===== src/rtl/fetch_sequencer.sv =====
// Instruction fetch sequencer: loads a program into instruction RAM, then
// fetches one word per cycle with hazard stalls and branch redirects.
module fetch_sequencer #(
  parameter int IMEM_DEPTH = 1024,
  localparam int AW = $clog2(IMEM_DEPTH)
) (
  input  logic          clk,
  input  logic          rst,
  input  logic          load_valid,
  input  logic [31:0]   load_data,
  input  logic          load_done,
  input  logic          hazard_stall,
  input  logic          br_taken,
  input  logic [31:0]   br_addr,
  output logic [AW-1:0] imem_addr,
  output logic          imem_we,
  output logic [31:0]   imem_wdata,
  input  logic [31:0]   imem_rdata,
  output logic [31:0]   pc_out,
  output logic [31:0]   instr_out,
  output logic          if_valid,
  output logic          flush,
  output logic          load_overflow,
  output logic [15:0]   fetch_count
);

  typedef enum logic [1:0] {IDLE, LOAD, RUN, STALL} state_t;

  localparam logic [AW:0] PTR_MAX = (AW+1)'(IMEM_DEPTH);

  state_t      state;
  logic [31:0] pc;
  logic [AW:0] load_ptr;
  logic        loading;
  logic        load_write;

  // The RAM port is shared: the loader owns it until execution starts.
  assign loading    = (state == IDLE) || (state == LOAD);
  assign load_write = loading && load_valid && (load_ptr != PTR_MAX);
  assign imem_we    = load_write && !rst;
  assign imem_wdata = load_data;
  assign imem_addr  = loading ? load_ptr[AW-1:0] : pc[AW+1:2];

  always_ff @(posedge clk) begin
    if (rst) begin
      state         <= IDLE;
      pc            <= 32'd0;
      load_ptr      <= '0;
      pc_out        <= 32'd0;
      instr_out     <= 32'd0;
      if_valid      <= 1'b0;
      flush         <= 1'b0;
      load_overflow <= 1'b0;
      fetch_count   <= 16'd0;
    end else begin
      flush <= 1'b0;
      case (state)
        IDLE, LOAD: begin
          if (load_valid) begin
            if (load_ptr != PTR_MAX)
              load_ptr <= load_ptr + 1'b1;
            else
              load_overflow <= 1'b1;
          end
          if (load_done) begin
            state <= RUN;
            pc    <= 32'd0;
          end else if (load_valid) begin
            state <= LOAD;
          end
        end
        RUN, STALL: begin
          // A redirect overrides any stall request in the same cycle.
          if (br_taken) begin
            pc        <= br_addr;
            pc_out    <= 32'd0;
            instr_out <= 32'd0;
            if_valid  <= 1'b0;
            flush     <= 1'b1;
            state     <= RUN;
          end else if (state == STALL) begin
            if (!hazard_stall)
              state <= RUN;
          end else if (hazard_stall) begin
            state <= STALL;
          end else begin
            pc        <= pc + 32'd4;
            pc_out    <= pc + 32'd4;
            instr_out <= imem_rdata;
            if_valid  <= 1'b1;
            if (fetch_count != 16'hFFFF)
              fetch_count <= fetch_count + 16'd1;
          end
        end
        default: state <= IDLE;
      endcase
    end
  end

endmodule


===== config.mk =====
export PLATFORM = sky130hd
export DESIGN_NAME = fetch_sequencer
export DESIGN_NICKNAME = d
export VERILOG_FILES = /design/src/rtl/fetch_sequencer.sv
export SDC_FILE = /design/constraint.sdc
export NUM_CORES = 1
export LEC_CHECK = 0
export CORE_MARGIN = 1
export CORE_UTILIZATION = 63
export DETAILED_ROUTE_END_ITERATION = 8
export DONT_BUFFER_PORTS = 1
export HOLD_SLACK_MARGIN = 0.03
export PLACE_DENSITY_LB_ADDON = 0.08
export SLEW_MARGIN = 10
export SYNTH_ARGS = -nofsm -noshare
export SYNTH_HDL_FRONTEND = slang
export SYNTH_SLANG_ARGS = --single-unit

===== constraint.sdc =====
create_clock -name clk -period 2.36 [get_ports clk]
set_clock_uncertainty 0.2 [all_clocks]
set_input_delay 0.118 -clock clk [delete_from_list [all_inputs] [get_ports clk]]
set_output_delay 0.118 -clock clk [all_outputs]
set_load 0.01 [all_outputs]

==> key figures <==
Global routing
  • Overall Global Routing Usage: 0.340
  • Antenna violations before repair: 1
  • Vias in the first global route: 5434
  • First-pass GRT wire length: 26800 um
  • Largest net degree at the start of global routing: 109
  • Total gr overflow: 0

Cells and area
  • P&R area growth vs syn: 22.0%
  • Commonest non-fill, non-tap cell in the layout: dfxtp_1
  • Filler instances: 625
  • Most frequent cells in the layout: dfxtp_1, nor2_1, dlygate4sd3_1
  • Register area: 2560 sq um
  • Share of cells above drive strength 1: 0.125
  • Nets: 864
  • Multi-input gate area: 3000 sq um
  • Inserted Diodes: 0

Worst setup path
  • Worst R2R Path Depth: 5
  • Critical path required time: 2560 ps
  • Crit Path Max Fanout: slightly above 40
  • CP endpoint kind: flop
  • Arrival time at the worst endpoint: 2470 ps
  • Setup crit start kind: flop
  • CP Class: flop to flop

Synth
  • Post-synthesis sequential area ratio: 0.425
  • Flops & latches, synth: 128
  • Post-synth EDFFs: 0
  • Avg Cell Area, Syn: 8.45 sq um
  • Dominant synthesized flop cell: dfxtp_1
  • Synthesis Warnings: 0
  • Distinct cells, synth: 60
  • Post-synthesis cell count: 714
  • Net Count, Synth: 820
  • Synth async-reset ratio: 0
  • Post-synthesis cell area: 6030 sq um

Place
  • Dpl hpwl: roughly 11000 um
  • Pre-CTS setup slack: between 150 and 200 ps
  • Port Buffer Count: 0
  • Placer Congestion: 0.890

Job
  • Max-cap violation count: 0

Clock network
  • Clk sinks: 128
  • CTS tree: done
  • Clock Tree Root: clkbuf_8
  • Clk slew on worst S/H paths: 60 ps
  • Clock buffer depth: 2
  • Skew-Pair Late Insertion Delay: ~520 ps
  • H-Tree Depth: 4
  • TritonCTS Buffers: 17

Routing
  • Drt drc: 0
  • WL/cell: 19.0 um
  • Highest metal used: met5
  • WL met3: 1330 um
  • WL final: 17100 um
  • Met1 Routed Length: approximately 6600 um
  • First-pass detailed-route iteration total: 7
  • Iter 0 DRT Violations: 366
  • Vias per cell: 6.23
  • Met2 WL: ~8600 um
  • Via count: 5603
  • Routed Antenna Nets: 0

Power and ir drop
  • Leak: 2.75 nW
  • Worst vdd ir: 542 uV
  • Pwr Density: 705 nW/um^2

Worst hold path
  • Class of the tightest hold or removal check: input port to output port
  • Depth of the worst hold-timing path: 0

Timing
  • Slew Limit Fails: 0
  • Max_slew headroom: 0.487
  • Period utilization: 0.961
  • # setup viols final: 0
  • Worst-Margin Slew: 770 ps
  • Fmax achieved: roughly 0.44 GHz
  • Setup slack after layout: 91.9 ps
  • RSZ-0062 raised after global routing: false
  • Fin Setup TNS: 0 ps
  • Tmin final: 2270 ps
  • Fin. Hold Viols: 0

Run status
  • Status: complete, no violations

Floorplan
  • Num ports: around 230
  • Initial Util: 0.653
  • DIE AREA: between 9000 and 10000 sq um
  • Chip Width: 99.9 um
  • Row count: 35
  • Core area: between 9000 and 10000 sq um
  • Die height: ~100 um
[where the power goes]
part,internal [W],leakage (nW),switching (W)
sequential,0.00221,1.04,0.0000502
combinational,0.000197,1.43,0.000232
clock,0.00146,0.277,0.00105
[repair_timing]
action | 4_1_cts | 5_1_grt
resized for setup | 0 | 5
hold endpoints to repair | 128 | 0
hold buffers | 70 | 0
setup buffers | 0 | 0
endpoints found under the setup margin | 0 | 6
[cell families (layout without fill, tap and decap cells)]
kind of cell / count (synthesis) / after routing / synth area share
buf+inv: 95 / 152 / 0.0819
flops: 128 / 128 / 0.425
xor+xnor: 44 / 44 / 0.0639
fa+ha+maj: 4 / 4 / 0.00830
mux: 10 / 10 / 0.0183
simple gates: 267 / 267 / 0.217
compound gates: 166 / 166 / 0.186
[critical path: stages, from the launching register on]
cell and delay, ps:
dfxtp_1 330, buf_4 350, and2_1 610, nand2_1 170, o211a_1 170, a311oi_1 300
[sequential cells by signal (all words and copies together) (netlist names)]
signal / cells
pc: 32
fetch_count: 16
flush: 1
load_overflow: 1
state: 2
pc_out: 32
instr_out: 32
if_valid: 1
load_ptr: 11
[metrics by stage]
step | hold slack (ps) | area, sq um | total power, W | util | cells
after floorplan | 49.0 | 6030 | 0.00257 | - | 714
after global placement | -3.44 | 6050 | 0.00256 | 0.655 | 798
after detailed placement | 1.68 | 6050 | 0.00258 | 0.655 | 798
after CTS | 36.1 | 7340 | 0.00521 | 0.795 | 900
after global routing | 36.0 | 7360 | 0.00537 | 0.796 | 900
final | 36.0 | 7360 | 0.00519 | 0.796 | 900
[path summary, 6_finish.rpt]
| check | start | end | slack, ps |
|---|---|---|---|
| max | state[1] | pc[9] | 90 |
| min | load_data[13] | imem_wdata[13] | 40 |
| max reg2reg | state[1] | pc[9] | 90 |
| min reg2reg | pc[1] | pc[1] | 290 |
[layer usage]
layer / vias to the layer above / GRT usage
met1: 2668 / 0.389
met2: 260 / 0.586
met5: - / 0
li1: 2613 / -
met3: 60 / 0.101
met4: 2 / 0.153
[final cells by class]
cell class,instances,share of cell area
Clock buffer,18,0.0581
Tap cell,129,0.0219
Timing Repair Buffer,109,0.139
Clock inverter,14,0.0194
Inverter,11,0.00561
Multi-Input combinational cell,491,0.407
Sequential cell,128,0.348
[Yosys cell counts (5+ instances only)]
library cell / number / area [sq um]
o22ai_1: 7 / 43.8
xor2_1: 23 / 201
nand2_1: 61 / 229
buf_4: 35 / 263
a22oi_1: 52 / 390
inv_1: 11 / 41.3
nor4_1: 6 / 37.5
and2_1: 5 / 31.3
and4_1: 9 / 78.8
xnor2_1: 21 / 184
nand3_1: 22 / 110
o21ai_0: 33 / 165
nor3_1: 12 / 60.1
nand4_1: 17 / 106
nor2_1: 93 / 349
clkbuf_1: 41 / 154
and3_1: 13 / 81.3
mux2_2: 8 / 90.1
a21oi_1: 33 / 165
buf_2: 5 / 25.0
dfxtp_1: 128 / 2560
o211ai_1: 6 / 45.0
Power figures use the tool's default switching activity.
